[src/rtl/instr_fetch.sv]
// instr_fetch: PC owner driving a read-only RAM, with a prefetch FIFO and epoch-based branch flush
module instr_fetch #(
  parameter logic [31:0] RESET_VECTOR = 32'd0,
  parameter int DEPTH = 4
) (
  input  logic        clk,
  input  logic        rst_n,
  output logic [31:0] ram_addr,
  output logic [1:0]  ram_rw,
  output logic        ram_enable,
  input  logic [31:0] ram_fetch,
  input  logic        branch_taken,
  input  logic [31:0] branch_target,
  output logic [31:0] instr,
  output logic [31:0] instr_pc,
  output logic        instr_valid,
  input  logic        instr_ready
);
  localparam int AW = $clog2(DEPTH);
  localparam int CW = AW + 1;
  logic [31:0] pc, w_pc, start;
  logic r_epoch, w_valid, w_epoch, epoch;
  logic [AW-1:0] rd_ptr, wr_ptr, nxt;
  logic [CW-1:0] count, rem;
  logic [31:0] q_instr [DEPTH];
  logic [31:0] q_pc [DEPTH];
  logic issue, pop, wr;
  always_comb begin
    pop = instr_valid && instr_ready;
    wr = w_valid && (w_epoch == epoch);
    issue = branch_taken || (int'(count) + int'(ram_enable) + int'(w_valid) < DEPTH);
    rem = count - CW'(pop);
    nxt = rd_ptr + AW'(pop);
    start = branch_taken ? branch_target : pc;
  end
  // ram_enable doubles as the stage R valid bit and ram_addr as its PC
  always_ff @(posedge clk or negedge rst_n) begin
    if (!rst_n) begin
      pc <= RESET_VECTOR;
      ram_addr <= RESET_VECTOR;
      ram_enable <= 1'b0;
      ram_rw <= 2'b00;
      r_epoch <= 1'b0;
      w_valid <= 1'b0;
      w_pc <= 32'd0;
      w_epoch <= 1'b0;
      epoch <= 1'b0;
      rd_ptr <= '0;
      wr_ptr <= '0;
      count <= '0;
      instr <= 32'd0;
      instr_pc <= 32'd0;
      instr_valid <= 1'b0;
    end else begin
      w_valid <= ram_enable;
      w_pc <= ram_addr;
      w_epoch <= r_epoch;
      ram_enable <= issue;
      ram_rw <= {1'b0, issue};
      if (issue) begin
        ram_addr <= start;
        pc <= start + 32'd1;
        r_epoch <= epoch ^ branch_taken;
      end
      if (branch_taken) begin
        epoch <= ~epoch;
        count <= '0;
        rd_ptr <= '0;
        wr_ptr <= '0;
        instr_valid <= 1'b0;
      end else begin
        count <= rem + CW'(wr);
        rd_ptr <= nxt;
        if (wr) wr_ptr <= wr_ptr + AW'(1);
        instr_valid <= (rem != 0) || wr;
        // head registers only move on a pop or when a word lands in an empty FIFO
        if ((pop || count == 0) && (rem != 0 || wr)) begin
          instr <= (rem == 0) ? ram_fetch : q_instr[nxt];
          instr_pc <= (rem == 0) ? w_pc : q_pc[nxt];
        end
      end
    end
  end
  always_ff @(posedge clk) begin
    if (wr) begin
      q_instr[wr_ptr] <= ram_fetch;
      q_pc[wr_ptr] <= w_pc;
    end
  end
endmodule

[config.mk]
export PLATFORM = sky130hd
export DESIGN_NAME = instr_fetch
export DESIGN_NICKNAME = d
export VERILOG_FILES = /design/src/rtl/instr_fetch.sv
export SDC_FILE = /design/constraint.sdc
export NUM_CORES = 1
export LEC_CHECK = 0
export CAP_MARGIN = 5
export CORE_UTILIZATION = 35
export CTS_CLUSTER_DIAMETER = 50
export DETAILED_ROUTE_END_ITERATION = 10
export PLACE_DENSITY = 0.58
export SLEW_MARGIN = 20
export SYNTH_ARGS = -nofsm -noshare
export SYNTH_HDL_FRONTEND = slang
export SYNTH_SLANG_ARGS = --single-unit
[constraint.sdc]
create_clock -name clk -period 4.6 [get_ports clk]
set_clock_uncertainty 0.1 [all_clocks]
set_input_delay 1.15 -clock clk [delete_from_list [all_inputs] [get_ports clk]]
set_output_delay 1.15 -clock clk [all_outputs]
set_load 0.05 [all_outputs]
==> flow_summary_export.csv, run 1 <==
group,metric,value,unit
run_status,status,"finished, final reports clean",
drt,wl_met1,21000,µm
timing,hold_violations,0,
synthesis,synthFlopType,"edfxtp_1",
critical_path,timing.rr.end,"instr[29]",
critical_path,worstSetupPathType,"in2reg",
timing,final-setup-viol-count,0,
synthesis,synth-edff-count,256,
power_and_ir_drop,power.switching,6.770,mW
critical_path,critPathSlowestCell,"buf_4",
critical_path,required,5.01,ns
placement,dp_hpwl,25930,µm
synthesis,yosysWarnings,0,
critical_path,cp_top_family,"buffers and inverters",
timing,rsz0062_at_grt,"no",
power_and_ir_drop,ir_drop,0.8421,mV
critical_path,cp_num_cells,8,
clock_network,path_clk_slew,0.06,ns
power_and_ir_drop,power.internal,10.12,mW
placement,place_congestion,0.8294,
synthesis,syn_area,17730,µm²
synthesis,yosysUniqueCellTypes,51,
clock_network,cts_made_buffers,52,
cells_and_area,finalCoreUtilization,43.89,%
power_and_ir_drop,power.leakage,8.070,nW
drt,wl_per_cell,18.77,µm
floorplan,core,50070,µm²
drt,avgViaCountPerCell,5.044,
critical_path,slowest_delay,0.81,ns
critical_path,reg2reg_slack,1.77,ns
job,maxCapViolations,0,
synthesis,syn_nets,1574,
grt,grt_pass1_vias,11970,
drt,wl_met3,2376,µm
timing,fmax,291.9,MHz
floorplan,dieWidth,227.1,µm
drt,met2_wirelength,20060,µm
grt,grt_overflow_total,0,
drt,num_vias,11930,
hold_path,hold_end,"w_epoch",
synthesis,synthMuxAreaShare,2.985,%
clock_network,postCtsHoldBufs,0,
timing,relSlewSlack,34.24,%
drt,highest_layer,"met5",
cells_and_area,drive_gt1_share,8.383,%
hold_path,hold_path.startpoint,"r_epoch",
floorplan,dieHeight,227.1,µm
synthesis,synthArstFlopShare,40.33,%
floorplan,core.rowCount,82,
cells_and_area,final_common_cell,"nand2_1",
power_and_ir_drop,p_sw_share,40.08,%
synthesis,yosys.area_share.simple,12.62,%
drt,first_iter_violations,924,
clock_network,cts_max_path_buffers,3,
clock_network,cts_tree,"yes",
power_and_ir_drop,p_comb_share,38.3,%
drt,drt-pass1-iter-count,5,
hold_path,holdPathStages,0,
timing,fin_crit_sh,74.49,%
placement,placed_area,20210,µm²
clock_network,clock-root-buffer,"clkbuf_16",
timing,worst_pin_slew,0.9829,ns
cells_and_area,diodes,0,
floorplan,start_util,35.41,%
clock_network,cts_resized,0,
timing,setup_tns,0,ns
grt,antenna_found_initial,1,
synthesis,synth_xor_area_share,3.013,%
hold_path,hp-class,"reg2reg",
placement,port_buffers,166,
cells_and_area,nNetsFinal,1728,
critical_path,timing.rr.start,"instr_valid",
cells_and_area,final_area,21980,µm²
grt,track_usage,17.49,%
clock_network,htreeDepth,2,
synthesis,synth_compound_area_share,10.50,%
synthesis,seq_area_frac_synth,67.77,%
synthesis,synth_adder_area_share,0.6351,%
cells_and_area,area_delta_synth_final,23.95,%
timing,slew_violations,0,
power_and_ir_drop,p_clk_share,24.4,%
critical_path,worst-r2r-cell-count,7,
synthesis,syn_inst,1497,
clock_network,post_cts_buffers,0,
critical_path,arrival,3.83,ns
cells_and_area,final_cell_mix,"nand2_1 (321), edfxtp_1 (256), a21oi_1 (208), dfrtp_1 (173), clkdlybuf4s50_1 (164)",
grt,grt_pass1_wl,69410,µm
clock_network,cts.sinks,429,
critical_path,cp_cell_sequence,"clkdlybuf4s50_1 > and3b_1 > ha_1 > xnor2_1 > nor4b_2 > buf_4 > a211oi_1 > a21oi_1",
grt,grt_max_degree,111,
drt,antenna_left,0,
critical_path,cp_num_buf_inv,2,
critical_path,start_kind,"input pin",
drt,drc,0,
power_and_ir_drop,pwr-share-seq,37.2,%
floorplan,ios,168,
floorplan,die-area,51560,µm²
synthesis,synth_top_family_by_area,"simple AND/OR/NAND/NOR gates",
cells_and_area,fill_cells,4695,
synthesis,ys_ff_latch,429,
timing,fin_crit,3.426,ns
critical_path,crit_path_max_fanout,64,
drt,drt-total-wl,44420,µm
power_and_ir_drop,p_per_area,768.5,nW/µm²
clock_network,clock_latency,0.58,ns
synthesis,synth.avg_cell_area,11.84,µm²
critical_path,end_kind,"flip-flop",
worst max path at each step:
| stage | end | slack (ns) | startpoint |
|---|---|---|---|
| floorplan | pc[30] | 1.04 | branch_taken |
| global route | instr[8] | 1.04 | instr_ready |
| detailed placement | instr[29] | 0.58 | instr_ready |
| global placement | instr_pc[20] | 0.63 | instr_ready |
| finish | instr[29] | 1.17 | instr_ready |
| CTS | instr_pc[4] | 1.22 | instr_ready |
power by group through the flow:
stage | sequential, mW | clock (mW) | combinational [mW]
5_1_grt | 6.42 | 4.38 | 7.06
3_3_place_gp | 6.33 | 0 | 6.48
2_1_floorplan | 7.48 | 0 | 2.99
6_report | 6.29 | 4.12 | 6.48
4_1_cts | 6.31 | 4.24 | 6.58
3_5_place_dp | 6.38 | 0 | 6.57
area by class of cell:
cell class | count | area [µm²] | share of cell area [%]
sequential | 429 | 12020 | 54.68
multi-input combinational | 970 | 5340 | 24.30
timing repair buffer | 190 | 1981 | 9.012
clock buffer | 66 | 1445 | 6.576
tap | 672 | 840.8 | 3.826
clock inverter | 31 | 324.1 | 1.475
inverter | 8 | 30.03 | 0.1366
layer usage:
layer / GRT usage (%) / vias up
li1: - / 5646
met1: 25.12 / 5924
met2: 26.95 / 297
met3: 3.394 / 65
met4: 4.850 / 2
met5: 0 / -
worst reg2reg max path, delay by kind of cell (launching register included):
kind / cells / cell delay, ns
buffers and inverters: 1 / 0.81
and+or+nand+nor: 2 / 0.59
adders and majority gates: 1 / 0.20
AOI/OAI and AO/OA: 2 / 0.41
xor gates and xnor gates: 1 / 0.20
DFF: 1 / 0.46
registers in the layout, indices dropped and copies added (netlist names):
name	flops
count	3
epoch	1
instr	32
instr_pc	32
instr_valid	1
pc	32
q_instr	128
q_pc	128
r_epoch	1
ram_addr	32
ram_rw	1
rd_ptr	2
w_epoch	1
w_pc	32
w_valid	1
wr_ptr	2
stage by stage:
stage / instances / worst slack, ns / total power [mW] / hold WS (ns)
2_1_floorplan: 1497 / 1.041 / 10.47 / 0.2501
3_3_place_gp: 2269 / 0.6321 / 12.81 / 0.2565
3_5_place_dp: 2269 / 0.5802 / 12.94 / 0.2693
4_1_cts: 2366 / 1.223 / 17.13 / 0.2820
5_1_grt: 2366 / 1.037 / 17.87 / 0.3025
6_report: 2366 / 1.174 / 16.89 / 0.2776
kinds of logic (layout without fill, tap and decap cells):
kind of cell             count (synthesis)  count (layout)
AND/OR/NAND/NOR                        520             520
flip-flops                             429             429
AO/OA/AOI/OAI                          327             327
buffers and inverters                   98             295
XOR/XNOR                                61              61
multiplexers                            52              52
adder cells (fa/ha/maj)                  9               9
other                                    1               1
synth_stat cells, drive strengths merged (8+ instances only):
cell type / instances / area, µm²
nor3: 8 / 40.04
o21ai: 34 / 170.2
nand2: 323 / 1215
ha: 9 / 112.6
clkbuf: 63 / 246.5
xor2: 30 / 262.8
dfrtp: 173 / 4329
xnor2: 31 / 271.5
a211oi: 64 / 480.5
nand4b: 8 / 85.08
nor2: 99 / 371.6
edfxtp: 256 / 7687
nand4: 13 / 81.33
nand3: 33 / 165.2
buf: 27 / 157.6
mux2i: 45 / 450.4
a21oi: 208 / 1041
inv: 8 / 30.03
Power figures use the tool's default switching activity.
==> inputs of run 2 (changes only) <==
- PLACE_DENSITY: 0.58 -> 0.6
- clock period: 4.6 -> 2.8 ns (I/O delays scaled with it)
==> run 2 against run 1 <==
- the run now ends with DRC left
- highest routed layer is now met4
- power rose by 70%
- utilization rose by 2.1 points
- sequential share of layout area fell by 2.5 points
- wire length rose by 4.7%
- first-iteration DRC count fell by 7.5%
- worst hold slack improved by 0.0018 ns
- critical endpoint is now ram_addr[31]
- final area rose by 4.8%
- register-to-register slack got worse by 1.5 ns
==> flow_summary_export.csv, run 2 (synthesis results as in run 1) <==
group,metric,value,unit
run_status,status,"complete, but fails checks",
run_status,violations,"DRC",
critical_path,required,2.00,ns
drt,antenna_left,0,
timing,slew_violations,0,
floorplan,core.rowCount,82,
timing,fmax,366.7,MHz
drt,wl_per_cell,18.80,µm
clock_network,path_clk_slew,0.06,ns
critical_path,timing.rr.end,"instr_pc[11]",
floorplan,dieWidth,227.1,µm
placement,placed_cells,2374,
timing,worst_pin_slew,0.6860,ns
hold_path,hp-class,"reg2reg",
drt,first_iter_violations,855,
critical_path,crit_path_max_fanout,3,
clock_network,cts_max_path_buffers,3,
critical_path,cp_cell_sequence,"clkdlybuf4s50_1",
hold_path,hold_path.startpoint,"r_epoch",
power_and_ir_drop,p_comb_share,41.2,%
critical_path,cp_num_buf_inv,1,
critical_path,cp_top_family,"buffers and inverters",
timing,rsz0062_at_grt,"no",
grt,grt_pass1_wl,71480,µm
critical_path,end_kind,"output pin",
power_and_ir_drop,power.internal,17.31,mW
timing,fin_crit_sh,97.41,%
power_and_ir_drop,finalPower,28.75,mW
critical_path,timing.rr.start,"instr_valid",
drt,drc,2,
grt,grt_max_degree,46,
floorplan,start_util,35.41,%
critical_path,arrival,1.93,ns
placement,place_congestion,0.8253,
cells_and_area,area_delta_synth_final,29.93,%
timing,setup_ws,0.07266,ns
placement,place_ws,-0.4213,ns
placement,port_buffers,166,
power_and_ir_drop,power.leakage,8.682,nW
placement,dp_hpwl,29760,µm
job,maxCapViolations,0,
clock_network,cts_tree,"yes",
critical_path,critPathSlowestCell,"clkdlybuf4s50_1",
cells_and_area,drive_gt1_share,13.56,%
timing,relSlewSlack,54.10,%
timing,hold_violations,0,
clock_network,cts_made_buffers,52,
power_and_ir_drop,pwr-share-seq,35.9,%
clock_network,htreeDepth,2,
cells_and_area,final_common_cell,"nand2_1",
cells_and_area,finalCoreUtilization,46.01,%
critical_path,slowest_delay,0.86,ns
grt,grt_overflow_total,0,
timing,final-setup-viol-count,0,
clock_network,cts.sinks,429,
grt,antenna_found_initial,0,
timing,fin_crit,2.727,ns
cells_and_area,reg_top3,"q_instr (128), q_pc (128)",
critical_path,worst-r2r-cell-count,10,
drt,drt-pass1-iter-count,8,
power_and_ir_drop,ir_drop,0.8644,mV
power_and_ir_drop,p_per_area,1248,nW/µm²
drt,avgViaCountPerCell,5.012,
power_and_ir_drop,p_clk_share,22.9,%
cells_and_area,final_cell_mix,"nand2_1 (321), edfxtp_1 (256), a21oi_1 (208), dfrtp_1 (173), clkdlybuf4s50_1 (162)",
critical_path,start_kind,"flip-flop",
hold_path,hold_end,"w_epoch",
timing,whs,0.2794,ns
power_and_ir_drop,p_sw_share,39.78,%
grt,grt_pass1_vias,12350,
clock_network,clock-root-buffer,"clkbuf_16",
critical_path,worstSetupPathType,"reg2out",
grt,track_usage,18.10,%
cells_and_area,fill_cells,4597,
floorplan,ios,168,
cells_and_area,fin_cells,2473,
floorplan,dieHeight,227.1,µm
critical_path,reg2reg_slack,0.24,ns
clock_network,clock_latency,0.58,ns
drt,num_vias,12390,
floorplan,core,50070,µm²
power_and_ir_drop,power.switching,11.44,mW
drt,drt-total-wl,46500,µm
hold_path,holdPathStages,0,
floorplan,die-area,51560,µm²
cells_and_area,nNetsFinal,1836,
[run 2: final cells by class]
class | count | area, µm² | area share (%)
Antenna cell | 1 | 2.502 | 0.01086
Clock buffer | 60 | 1373 | 5.958
Clock inverter | 35 | 317.8 | 1.380
Inverter | 8 | 30.03 | 0.1303
Multi-Input combinational cell | 970 | 5394 | 23.41
Sequential cell | 429 | 12020 | 52.16
Tap cell | 672 | 840.8 | 3.650
Timing Repair Buffer | 298 | 3063 | 13.30
[run 2: repair_timing]
item	4_1_cts	5_1_grt
endpoints found under the setup margin	1	5
endpoints found under the hold margin	10	0
buffers inserted	0	1
hold buffers	1	0
gates cloned	0	1
gates resized for setup	1	2
[run 2: stage by stage]
stage | setup TNS (ns) | cell area, µm²
after floorplan | 0 | 17800
final | 0 | 23040
after global placement | -20.32 | 21280
after global routing | 0 | 23030
after CTS | 0 | 22980
after detailed placement | -25.40 | 21280
[run 2: power groups by stage]
stage / combinational, mW / clock, mW / sequential [mW]
after detailed placement: 11.7 / 0 / 10.5
after global placement: 11.6 / 0 / 10.4
after floorplan: 4.90 / 0 / 12.3
after global routing: 12.8 / 7.04 / 10.5
final: 11.8 / 6.58 / 10.3
after CTS: 11.8 / 6.78 / 10.3
[run 2: how the worst max path moves through the flow]
stage / startpoint / to / slack (ns) / cells after the start
2_1_floorplan: branch_taken / pc[30] / 0.02 / 13
3_3_place_gp: instr_ready / instr[29] / -0.35 / 10
3_5_place_dp: instr_ready / instr[2] / -0.42 / 10
4_1_cts: ram_addr[13] / ram_addr[13] / 0.02 / 1
5_1_grt: instr_ready / instr[29] / 0.009 / 10
6_report: ram_addr[31] / ram_addr[31] / 0.07 / 1
[run 2: per-layer routing]
| metal | wire length (µm) | global-route usage (%) | vias to the layer above |
|---|---|---|---|
| met4 | 874 | 4.417 | 0 |
| met5 | 0 | 0 | - |
| li1 | - | - | 5870 |
| met1 | 21140 | 25.00 | 6159 |
| met2 | 22200 | 29.68 | 314 |
| met3 | 2292 | 3.072 | 51 |
